[src/rtl/alu_pkg.sv]
// Shared constants for the pipelined carry-lookahead adder/subtractor:
// operation encodings, slice width and the bit positions of the flag vector.
package alu_pkg;

    localparam logic OP_ADD = 1'b0;
    localparam logic OP_SUB = 1'b1;

    // Every pipeline stage resolves one slice of this many bits
    localparam int SLICE_W = 4;

    // Flag vector layout
    localparam int FLAG_W = 4;
    localparam int CF_IDX = 0;
    localparam int OF_IDX = 1;
    localparam int ZF_IDX = 2;
    localparam int SF_IDX = 3;

endpackage

[src/rtl/cla4_slice.sv]
// Purely combinational 4-bit carry-lookahead slice. Besides the carry out it
// exposes the carry into bit 3, so the top slice can derive signed overflow.
module cla4_slice
    import alu_pkg::*;
(
    input  logic [SLICE_W-1:0] a,
    input  logic [SLICE_W-1:0] b,
    input  logic               ci,
    output logic [SLICE_W-1:0] s,
    output logic               c3,
    output logic               c4
);

    logic [SLICE_W-1:0] g;
    logic [SLICE_W-1:0] p;
    logic               c1;
    logic               c2;

    assign g = a & b;
    assign p = a ^ b;

    // All internal carries are flattened from ci so no carry ripples
    assign c1 = g[0] | (p[0] & ci);
    assign c2 = g[1] | (p[1] & g[0]) | (p[1] & p[0] & ci);
    assign c3 = g[2] | (p[2] & g[1]) | (p[2] & p[1] & g[0])
              | (p[2] & p[1] & p[0] & ci);
    assign c4 = g[3] | (p[3] & g[2]) | (p[3] & p[2] & g[1])
              | (p[3] & p[2] & p[1] & g[0]) | (p[3] & p[2] & p[1] & p[0] & ci);

    assign s = p ^ {c3, c2, c1, ci};

endmodule

[src/rtl/pipelined_cla_alu.sv]
// Pipelined adder/subtractor: one 4-bit CLA slice per stage. Operand nibbles
// not yet consumed travel down the pipe with the beat (skew). Finished result
// nibbles accumulate alongside them (deskew), so the whole word leaves the
// last stage at once. The whole pipe freezes when the output is back-pressured.
module pipelined_cla_alu
    import alu_pkg::*;
#(
    parameter int WIDTH = 16
)
(
    input  logic             clk,
    input  logic             rst_n,
    input  logic             in_valid,
    output logic             in_ready,
    input  logic             op,
    input  logic             cin,
    input  logic [WIDTH-1:0] data1,
    input  logic [WIDTH-1:0] data2,
    output logic             out_valid,
    input  logic             out_ready,
    output logic [WIDTH-1:0] result,
    output logic             cf,
    output logic             of,
    output logic             zf,
    output logic             sf
);

    localparam int STAGES = WIDTH / SLICE_W;
    localparam int LAST   = STAGES - 1;

    logic              stall;
    logic [FLAG_W-1:0] flags;

    // Global stall: a held output freezes every stage, bubbles included
    assign stall    = out_valid && !out_ready;
    assign in_ready = !stall;

    genvar gi;
    for (gi = 0; gi < STAGES; gi++) begin : stage
        // Operand bits still unresolved when the beat reaches this stage
        localparam int REM_W = WIDTH - SLICE_W * gi;
        // Result bits known once this stage has done its slice
        localparam int RES_W = SLICE_W * (gi + 1);

        logic [REM_W-1:0]   a_in;
        logic [REM_W-1:0]   b_in;
        logic               ci_in;
        logic               op_in;
        logic               valid_in;
        logic [SLICE_W-1:0] sum_nib;
        logic               c4_w;
        logic [RES_W-1:0]   res_next;

        logic [RES_W-1:0]   res_reg;
        logic               valid_reg;
        logic               op_reg;
        logic               c4_reg;

        if (gi == 0) begin : src_port
            // SUB is data1 + ~data2 + cin; the inversion happens once, here
            assign a_in     = data1;
            assign b_in     = data2 ^ {WIDTH{op == OP_SUB}};
            assign ci_in    = cin;
            assign op_in    = op;
            assign valid_in = in_valid;
            assign res_next = sum_nib;
        end else begin : src_prev
            assign a_in     = stage[gi-1].fwd.a_reg;
            assign b_in     = stage[gi-1].fwd.b_reg;
            assign ci_in    = stage[gi-1].c4_reg;
            assign op_in    = stage[gi-1].op_reg;
            assign valid_in = stage[gi-1].valid_reg;
            assign res_next = {sum_nib, stage[gi-1].res_reg};
        end

        if (gi == LAST) begin : tail
            logic c3_w;
            logic c3_reg;

            cla4_slice u_slice (
                .a  (a_in[SLICE_W-1:0]),
                .b  (b_in[SLICE_W-1:0]),
                .ci (ci_in),
                .s  (sum_nib),
                .c3 (c3_w),
                .c4 (c4_w)
            );

            // Carry into the MSB is kept only at the top slice, for overflow
            always_ff @(posedge clk) begin
                if (!rst_n) begin
                    c3_reg <= 1'b0;
                end else if (!stall) begin
                    c3_reg <= c3_w;
                end
            end
        end else begin : mid
            cla4_slice u_slice (
                .a  (a_in[SLICE_W-1:0]),
                .b  (b_in[SLICE_W-1:0]),
                .ci (ci_in),
                .s  (sum_nib),
                .c3 (),
                .c4 (c4_w)
            );
        end

        if (gi < LAST) begin : fwd
            logic [REM_W-SLICE_W-1:0] a_reg;
            logic [REM_W-SLICE_W-1:0] b_reg;

            // Pass the unconsumed operand nibbles on, next nibble at bit 0
            always_ff @(posedge clk) begin
                if (!rst_n) begin
                    a_reg <= '0;
                    b_reg <= '0;
                end else if (!stall) begin
                    a_reg <= a_in[REM_W-1:SLICE_W];
                    b_reg <= b_in[REM_W-1:SLICE_W];
                end
            end
        end

        // Stage register: valid bit, group carry, op and partial result
        always_ff @(posedge clk) begin
            if (!rst_n) begin
                valid_reg <= 1'b0;
                op_reg    <= 1'b0;
                c4_reg    <= 1'b0;
                res_reg   <= '0;
            end else if (!stall) begin
                valid_reg <= valid_in;
                op_reg    <= op_in;
                c4_reg    <= c4_w;
                res_reg   <= res_next;
            end
        end
    end

    assign out_valid = stage[LAST].valid_reg;
    assign result    = stage[LAST].res_reg;

    // Flags derive straight from the output registers; zf/sf add no cycle
    always_comb begin
        flags         = '0;
        flags[CF_IDX] = stage[LAST].c4_reg ^ (stage[LAST].op_reg == OP_SUB);
        flags[OF_IDX] = stage[LAST].tail.c3_reg ^ stage[LAST].c4_reg;
        flags[ZF_IDX] = ~|result;
        flags[SF_IDX] = result[WIDTH-1];
    end

    assign cf = flags[CF_IDX];
    assign of = flags[OF_IDX];
    assign zf = flags[ZF_IDX];
    assign sf = flags[SF_IDX];

endmodule

[config.mk]
export PLATFORM = sky130hd
export DESIGN_NAME = pipelined_cla_alu
export DESIGN_NICKNAME = d
export VERILOG_FILES = /design/src/rtl/alu_pkg.sv /design/src/rtl/cla4_slice.sv /design/src/rtl/pipelined_cla_alu.sv
export SDC_FILE = /design/constraint.sdc
export NUM_CORES = 1
export LEC_CHECK = 0
export BUFFER_PORTS_ARGS = -buffer_cell sky130_fd_sc_hd__buf_2
export CORE_ASPECT_RATIO = 2
export CORE_MARGIN = 5
export CORE_UTILIZATION = 37
export DETAILED_ROUTE_END_ITERATION = 10
export GPL_TIMING_DRIVEN = 0
export PLACE_DENSITY_LB_ADDON = 0.25
export SLEW_MARGIN = 20
export SYNTH_ARGS = -nofsm -noshare
export SYNTH_HDL_FRONTEND = slang
export SYNTH_SLANG_ARGS = --single-unit
export TNS_END_PERCENT = 5
[constraint.sdc]
create_clock -name clk -period 1.9 [get_ports clk]
set_input_delay 0.19 -clock clk [delete_from_list [all_inputs] [get_ports clk]]
set_output_delay 0.19 -clock clk [all_outputs]
set_load 0.01 [all_outputs]
# Word level (Yosys, flattened, before mapping)
# Cells that the tools add are included.
# word_totals
ff_bits,101
out_inout_bits,22
# classes
n_bitwise,119
reduce_logical,5
# op_table
op,n
$and 1x1->1,64
$or 1x1->1,40
$xor 4x4->4,8
$and 4x4->4,4
$reduce_or 16->1,1
$xor 16x16->16,1
$logic_not 1->1,3
$xor 1x1->1,2
$logic_and 1x1->1,1

# Depth between registers and ports, before layout
# Gate-level depths: netlist of the first run.
# depth
depth_word,7
ltp_mapped,7
ltp_nobuf,5

# Hierarchy
# A second synthesis of the first run with hierarchy kept.
# hier_totals
hier_cells,519
area_unflattened_um2,4515.6
# modules_own_cells
mod,n_inst,cells_each,area_each_um2,seq_area_each_um2
pipelined_cla_alu,1,451,3910.0,2021.9
cla4_slice (stage[0].mid.u_slice ...),3,18,155.1,0.0
cla4_slice (stage[3].tail.u_slice),1,14,140.1,0.0

# Worst setup path before layout of the first run
# No wires, ideal clock.
# synth_path
path_type,input to register
from,input op
to,register stage[0].c4_reg
setup_ns,0.131
arrival_time_ns,1.777
path_slack_ns,-0.008
path_stages,7
n_path_buf,2
path_cell_list,buf_2 -> buf_4 -> xor2_1 -> ha_1 -> a211o_1 -> a2111oi_0 -> nor3_1
# synth_via
elab_chain_cells,7
# synth_lines
item,line,rtl
from (decl),pipelined_cla_alu.sv:15,"input logic op,"
$xor 16x16->16 (*),pipelined_cla_alu.sv:62,assign b_in = data2 ^ {WIDTH{op == OP_SUB}};
$xor 4x4->4 or $and 4x4->4 (tied branches),"cla4_slice.sv:20, cla4_slice.sv:19",
$and 1x1->1 (on tied branches),"cla4_slice.sv:27, cla4_slice.sv:28",
$or 1x1->1 (tied with other cells),cla4_slice.sv:27,assign c4 = g[3] | (p[3] & g[2]) | (p[3] & p[2] & g[1])
$or 1x1->1 or $and 1x1->1 (tied branches),"cla4_slice.sv:27, cla4_slice.sv:28",
$or 1x1->1 or $and 1x1->1 (tied branches),cla4_slice.sv:28,| (p[3] & p[2] & p[1] & g[0]) | (p[3] & p[2] & p[1] & p[0] & ci);
$or 1x1->1 (*),cla4_slice.sv:28,
to (signal assigned),pipelined_cla_alu.sv:134,c4_reg <= c4_w;
to (decl),pipelined_cla_alu.sv:57,logic c4_reg;
# Mark *: on every way between the ends. The rest lies on a longest branch, timed or not.
# A chain may end at the register's enable or synchronous reset.

# Worst setup path in the final report of the first run
# layout_path
from,register stage[3].valid_reg (netlist: out_valid)
to,output in_ready
# layout_via
elab_chain_cells,2
# layout_lines
item,line,rtl
from (decl),pipelined_cla_alu.sv:55,logic valid_reg;
from (signal assigned),pipelined_cla_alu.sv:132,valid_reg <= valid_in;
$logic_and 1x1->1,pipelined_cla_alu.sv:35,assign stall = out_valid && !out_ready;
$logic_not 1->1,n/a,
to (decl),pipelined_cla_alu.sv:14,"output logic in_ready,"
# No other way between the ends.

==> summary.md, run 1 <==
| Metric | Value |
|---|---|
| Avg Synthesized Cell Area | 8.883 sq um |
| Met3 Use GR | 3.510% |
| Mux cell area share after synthesis | 0% |
| Gr ovfl total | 0 |
| Most used cell along the critical path | buf_2 |
| Met1 usage | 17.45% |
| Vias per cell | 5.100 |
| CTS root buffer | clkbuf_16 |
| Clock sink count | 101 |
| Yosys warns | 0 |
| H-tree Lvls | 3 |
| WL/cell | 16.38 um |
| Dpl ws | -250.9 ps |
| Sequential-to-total area share from yosys stat | 44.46% |
| Critical R2R Launch | stage[2].fwd.b_reg[0] |
| Slowest cell on crit path | dfxtp_2 |
| Synth Area in XOR/XNOR | 4.237% |
| Final setup viols | 0 |
| Leak Pwr | 2.360 nW |
| Final Core Density | 44.18% |
| PnR worst setup slack | 156.3 ps |
| Worst setup SP type | flip-flop |
| Post-route ant nets | 0 |
| First-pass GRT wire length | 19,140 um |
| Met2 global-route usage | 31.76% |
| CTS Hold Bufs | 0 |
| Total GRT Usage | 17.16% |
| DRC viols | 0 |
| Area after DPL | 5026 sq um |
| Top Usage Layer GRT | met2 |
| Flop2flop setup slack | 200 ps |
| Status | finished, final reports clean |
| Pwr per Cell Area | 915.5 nW/um^2 |
| Final Max Slew Viols | 0 |
| Max stage delay on crit path | 350 ps |
| First-pass DRT Iterations | 4 |
| Tcrit/Tclk final | 91.77% |
| Initial DRC Count | 143 |
| HPWL after detailed placement | 9593 um |
| Fin nets | 639 |
| Hold_sp | data1[6] |
| Share of cells above drive strength 1 | 18.26% |
| Finished Layout Cells | 733 |
| CP required | 1710 ps |
| CP max FO | 10 |
| Layout area overhead | 17.77% |
| CTS tree | done |
| Hold path depth | 3 |
| IO Count | 60 |
| Max VDD drop | 0.4351 mV |
| Main combinational cell family by area after synthesis | compound AO/OA/AOI/OAI gates |
| Commonest non-fill, non-tap cells in the layout | nand2_1 (159), dfxtp_1 (100), buf_2 (77), a21boi_0 (63) |
| CTS Buf Count | 9 |
| Max Cap Viol | 0 |
| Worst-Margin Slew | 668.7 ps |
| DIE HEIGHT | 166.8 um |
| Worst R2R Path Depth | 4 |
| RSZ-0062 raised after global routing | false |
| Reg-to-reg endpoint | stage[3].c4_reg |
| Post-Synth Adder-Cell Area | 6.162% |
| # placed instances | 717 |
| Vias post-DR | 3,738 |
| Crit. End Element | primary output |
| #FFs+latches synth | 101 |
| Commonest non-fill, non-tap cell in the layout | nand2_1 |
| Initial antenna violation count | 0 |
| Setup crit start | out_valid |
| Post-synthesis compound-gate area fraction | 20.91% |
| Total power | 0.004904 W |
| Pin count of the biggest net entering global routing | 19 |
| Syn Std Cell Area | 4548 sq um |
| Final RePlAce weighted congestion | 0.9461 |
| Die width | 88.40 um |
| Tightest Hold Check Type | primary input to flip-flop |
| Fmax | 573.5 MHz |
| Simple-Gate Fraction of Synth Area | 19.34% |
| Min Tclk post-route | 1744 ps |
| Hold Violations, Final | 0 |
| Core area | 12,120 sq um |
| Later-pin clock latency in the skew report | 350 ps |
| Num rows | 57 |
| Clk buf depth | 2 |
| EDFF count, synth | 0 |
| Asr flop ratio synth | 0% |
| Ant diodes | 0 |
| Die area | 14,740 sq um |
| Fill cell count | 1,253 |
| Synth unique cells | 35 |
| Cell count after synthesis | 512 |
| Finished layout cell area | 5356 sq um |
| CTS clk-pin slew, worst paths | 70 ps |
| Critical path type | flip-flop to primary output |
| Initial Utilization | 37.51% |
| Worst min-delay path endpoint | stage[0].fwd.a_reg[2] |
| Layout Skew | 10.18 ps |
| WL final | 12,010 um |
| Synth Net Count | 570 |
| Vias in the first global route | 3,772 |
| Crit path cell chain | nor2b_4 -> inv_2 -> buf_6 -> buf_2 -> buf_2 |
| Setup Buffers After CTS | 0 |
| Top FF cell, synth | dfxtp_1 |
| Port buffer count | 58 |
| CP arrival | 1550 ps |
| Slew margin rel. | 55.42% |
[synth_stat cells, types with 5 or more instances]
| cell | count | area, sq um |
|---|---|---|
| a21oi_1 | 6 | 30.03 |
| a21boi_0 | 63 | 473.0 |
| o21ai_0 | 5 | 25.02 |
| xnor2_1 | 16 | 140.1 |
| nand2_1 | 159 | 596.8 |
| ha_1 | 16 | 200.2 |
| o211a_1 | 16 | 160.2 |
| buf_4 | 6 | 45.04 |
| o21a_1 | 5 | 37.54 |
| buf_2 | 19 | 95.09 |
| xor2_1 | 6 | 52.55 |
| nor3_1 | 8 | 40.04 |
| dfxtp_1 | 101 | 2022 |
| clkbuf_1 | 10 | 37.54 |
| a21boi_1 | 8 | 60.06 |
| inv_1 | 7 | 26.28 |
[what timing repair did]
| item | in CTS | in global routing |
|---|---|---|
| endpoints found under the hold margin | 0 | 0 |
| endpoints found under the setup margin | 0 | 2 |
| gates resized for setup | 0 | 2 |
[per-layer routing]
layer  vias up  share of wire [%]
li1       1888                  -
met4         0                3.9
met1      1753                 36
met2        71                 57
met5         -                  0
met3        26                3.3
[final cells by class]
| class | count | area, sq um | area share [%] |
|---|---|---|---|
| Buffer | 37 | 196.4 | 3.667 |
| Clock buffer | 9 | 225.2 | 4.205 |
| Clock inverter | 7 | 102.6 | 1.915 |
| Inverter | 8 | 30.03 | 0.5606 |
| Multi-Input combinational cell | 366 | 2305 | 43.03 |
| Sequential cell | 101 | 2023 | 37.77 |
| Tap cell | 147 | 183.9 | 3.434 |
| Timing Repair Buffer | 58 | 290.3 | 5.419 |
[how the worst max path moves through the flow]
| stage | slack [ps] | cells past startpoint | endpoint |
|---|---|---|---|
| final | 160 | 5 | in_ready |
| after global placement | -200 | 7 | stage[0].c4_reg |
| after CTS | 70 | 7 | stage[0].c4_reg |
| after detailed placement | -250 | 7 | stage[0].c4_reg |
| after global routing | 50 | 4 | stage[3].c4_reg |
| after floorplan | 30 | 7 | stage[0].c4_reg |
[logic make-up after synthesis]
group | Yosys count
XOR/XNOR | 22
flip-flops | 101
adder cells (fa/ha/maj) | 20
buffers and inverters | 45
AND/OR/NAND/NOR | 201
AO/OA/AOI/OAI | 123
[critical path, delay by kind of cell (launching register included)]
family | cells | cell delay, ps
buf+inv | 4 | 700
flops | 1 | 350
simple gates | 1 | 140
[power by group]
| part | switching (W) | internal (W) | total [W] |
|---|---|---|---|
| registers | 0.0000875 | 0.00225 | 0.00234 |
| clock network | 0.000856 | 0.00117 | 0.00203 |
| logic | 0.000278 | 0.000257 | 0.000535 |
| total | 0.00122 | 0.00368 | 0.00490 |
[stage by stage]
stage / hold WS, ps / TNS [ps]
floorplan: 337.4 / 0
global placement: 442.6 / -232.1
detailed placement: 452.9 / -365.5
CTS: 81.87 / 0
global route: 90.51 / 0
finish: 89.80 / 0
(Power assumes the default switching activity.)
==> run 2, diff against run 1 <==
--- a/config.mk
+++ b/config.mk
@@ -5,10 +5,11 @@
 export SDC_FILE = /design/constraint.sdc
 export NUM_CORES = 1
 export LEC_CHECK = 0
+export ABC_AREA = 1
 export BUFFER_PORTS_ARGS = -buffer_cell sky130_fd_sc_hd__buf_2
 export CORE_ASPECT_RATIO = 2
 export CORE_MARGIN = 5
-export CORE_UTILIZATION = 37
+export CORE_UTILIZATION = 51
 export DETAILED_ROUTE_END_ITERATION = 10
 export GPL_TIMING_DRIVEN = 0
 export PLACE_DENSITY_LB_ADDON = 0.25
==> run 2 against run 1 <==
Against the previous run: flip-flop and latch count stayed put; sequential share of layout area up 2.4 points; global-route usage rose by 3.5 points; hold slack better by 12 ps; die area decreased by 28%; power shrank 7.3%; first-iteration DRC count rose by 0.70%; clock-buffer cell count up 2; synthesized cell count is 8.4% higher; wire length shrank 14%; critical path depth up 1; critical path type unchanged; critical endpoint unchanged; largest cell class is now registers; largest power group unchanged.
==> summary.md, run 2 <==
| Metric | Value |
|---|---|
| First-pass DRT Iterations | 4 (unchanged) |
| Core area | 8528 sq um (-30%) |
| Net Sw Frac | 24.69% (-0.22 points) |
| Fmax | 607.3 MHz (+5.9%) |
| Share of cells above drive strength 1 | 14.61% (-3.7 points) |
| Status | finished, final reports clean |
| Hold_sp | data1[15] |
| Final Core Density | 59.02% (+15 points) |
| #FFs+latches synth | 101 (unchanged) |
| Worst setup SP type | flip-flop |
| Final RePlAce weighted congestion | 0.8882 (-6.1%) |
| WL final | 10,370 um (-14%) |
| Cell count after synthesis | 555 (+8.4%) |
| Tightest Hold Check Type | primary input to flip-flop |
| Tcrit/Tclk final | 86.66% (-5.1 points) |
| Clk buf depth | 2 (unchanged) |
| Layout Skew | 5.647 ps (-4.529 ps) |
| First-pass GRT wire length | 16,730 um (-13%) |
| Ant diodes | 0 (unchanged) |
| Min Tclk post-route | 1647 ps (-97.18 ps) |
| Critical path type | flip-flop to primary output |
| Share of the synthesized area in the top cell type | 46.16% (+1.7 points) |
| Top FF cell, synth | dfxtp_1 |
| Max VDD drop | 0.5839 mV (+34%) |
| WHS | 101.7 ps (+11.89 ps) |
| DIE HEIGHT | 141.1 um (-15%) |
| CTS clk-pin slew, worst paths | 60 ps (about the same) |
| Flop2flop setup slack | 390 ps (+190 ps) |
| Synth area leaders | dfxtp_1 (46%), nor2_1 (12%), o21ai_0 (11%) |
| Layout area overhead | 14.91% |
| Slew margin rel. | 68.57% (+13 points) |
| Crit. End Element | primary output |
| Finished Layout Cells | 723 (-1.4%) |
| Pint | 0.003425 W (-7.0%) |
| Syn Std Cell Area | 4380 sq um (-3.7%) |
| Clk network pwr share | 34.8% (-6.6 points) |
| Final setup viols | 0 (unchanged) |
| Synth area leader | dfxtp_1 |
| Power share of the combinational group | 12.8% (+1.9 points) |
| Port buffer count | 57 (-1.7%) |
| Setup TNS | 0 ps (unchanged) |
| CTS root buffer | clkbuf_16 |
| Commonest non-fill, non-tap cell in the layout | nor2_1 |
| DRC viols | 0 (unchanged) |
| Top-count cell post-synth | nor2_1 |
| Vias in the first global route | 3,668 (-2.8%) |
| EDFF count, synth | 0 (unchanged) |
| Total GRT Usage | 20.61% (+3.5 points) |
| CTS Buf Count | 9 (unchanged) |
| Setup Buffers After CTS | 0 (unchanged) |
| Worst R2R Path Depth | 8 (+4) |
| CTS Hold Bufs | 0 (unchanged) |
| Pwr per Cell Area | 903.5 nW/um^2 (-1.3%) |
| Avg Synthesized Cell Area | 7.893 sq um (-11%) |
| Post-route ant nets | 0 (unchanged) |
| Clock sink count | 101 (unchanged) |
| CP arrival | 1460 ps (-90 ps) |
| Fin nets | 681 (+6.6%) |
| H-tree Lvls | 3 (unchanged) |
| Die area | 10,650 sq um (-28%) |
| Worst min-delay path endpoint | stage[0].fwd.a_reg[11] |
| CTS tree | done |
| Asr flop ratio synth | 0% (unchanged) |
| Psw | 0.001123 W (-8.1%) |
| Sequential share of power | 52.4% (+4.7 points) |
| Hold path depth | 3 (unchanged) |
| Pin count of the biggest net entering global routing | 14 (-5) |
| Gr ovfl total | 0 (unchanged) |
| Sequential-to-total area share from yosys stat | 46.16% (+1.7 points) |
| Vias post-DR | 3,734 (-0.11%) |
| Worst-Margin Slew | 471.4 ps (-197.3 ps) |
| Post-CTS sizing | 0 (unchanged) |
| Later-pin clock latency in the skew report | 340 ps (about the same) |
| HPWL after detailed placement | 8061 um (-16%) |
| Initial antenna violation count | 0 (unchanged) |
| Initial Utilization | 51.36% (+14 points) |
| Initial DRC Count | 144 (+0.70%) |
| Commonest non-fill, non-tap cells in the layout | nor2_1 (141), dfxtp_1 (101), o21ai_0 (97), buf_2 (60), nand2_1 (38) |
| Reg-to-reg endpoint | result[15] |
| Num rows | 48 (-16%) |
| CP max FO | 10 (unchanged) |
| Die width | 75.53 um (-15%) |
| Yosys warns | 0 (unchanged) |
| RSZ-0062 raised after global routing | false |
| # placed instances | 712 (-0.70%) |
| IO Count | 60 (unchanged) |
| WL/cell | 14.34 um (-12%) |
| Leak Pwr | 2.566 nW (+8.7%) |
| Hold Violations, Final | 0 (unchanged) |
| Critical R2R Launch | stage[2].fwd.a_reg[2] |
| CP required | 1710 ps (about the same) |
| Final Max Slew Viols | 0 (unchanged) |
| Synth unique cells | 24 (-31%) |
| Commonest cells in the synthesized netlist | nor2_1 (141), dfxtp_1 (101), o21ai_0 (97), nand2_1 (38), inv_1 (33) |
| Synth Net Count | 613 (+7.5%) |
| Vias per cell | 5.165 (+1.3%) |
| Max Cap Viol | 0 (unchanged) |
==> run 2: power by group through the flow <==
| stage | Sequential [W] | Clock (W) | Combinational (W) |
|---|---|---|---|
| 5_1_grt | 0.00240 | 0.00168 | 0.000663 |
| 3_3_place_gp | 0.00242 | 0 | 0.000559 |
| 3_5_place_dp | 0.00243 | 0 | 0.000580 |
| 2_1_floorplan | 0.00241 | 0 | 0.000397 |
| 6_report | 0.00238 | 0.00158 | 0.000582 |
| 4_1_cts | 0.00238 | 0.00160 | 0.000586 |
==> run 2: routing by layer <==
layer,vias to the layer above,wire length (um),global-route usage (%)
met5,-,0,0
met4,0,393,9.124
met3,19,391,3.426
met2,75,5783,39.31
met1,1700,3798,20.35
li1,1940,-,-
==> run 2: worst max path at each step <==
stage,start,to,slack (ps),cells past startpoint
6_report,out_valid,in_ready,250,6
5_1_grt,out_valid,in_ready,170,6
4_1_cts,out_valid,in_ready,240,6
3_5_place_dp,op,stage[0].res_reg[3],20,11
3_3_place_gp,op,stage[0].res_reg[3],60,11
2_1_floorplan,op,stage[0].res_reg[3],190,11
==> run 2: logic make-up (layout without fill, tap and decap cells) <==
logic type | count (synthesis) | count (layout) | synth area share, %
buffers and inverters | 69 | 137 | 8.083
DFF | 101 | 101 | 46.16
AOI/OAI and AO/OA | 131 | 131 | 15.25
adders and majority gates | 20 | 20 | 6.398
and+or+nand+nor | 212 | 212 | 19.71
xor gates and xnor gates | 22 | 22 | 4.399
==> run 2: final cells by class <==
| cell class | instances | area [sq um] |
|---|---|---|
| Sequential cell | 101 | 2022 |
| Buffer | 35 | 226.5 |
| Fill cell | 801 | 3495 |
| Inverter | 34 | 127.6 |
| Multi-Input combinational cell | 385 | 2004 |
| Tap cell | 100 | 125.1 |
| Clock buffer | 11 | 242.7 |
| Timing Repair Buffer | 57 | 285.3 |
==> run 2: metrics by stage <==
step	setup slack, ps	area, sq um	power (W)
after detailed placement	20.73	4791	0.003007
after CTS	244.6	5034	0.004563
after global routing	166.7	5034	0.004742
final	253.5	5034	0.004548
after floorplan	190.0	4380	0.002802
after global placement	63.14	4791	0.002979
==> run 2: critical path, stage by stage (launching register included) <==
cell     delay, ps
dfxtp_1        320
inv_1           60
nor2_4         180
inv_2          100
buf_6          150
buf_6          140
buf_2          140
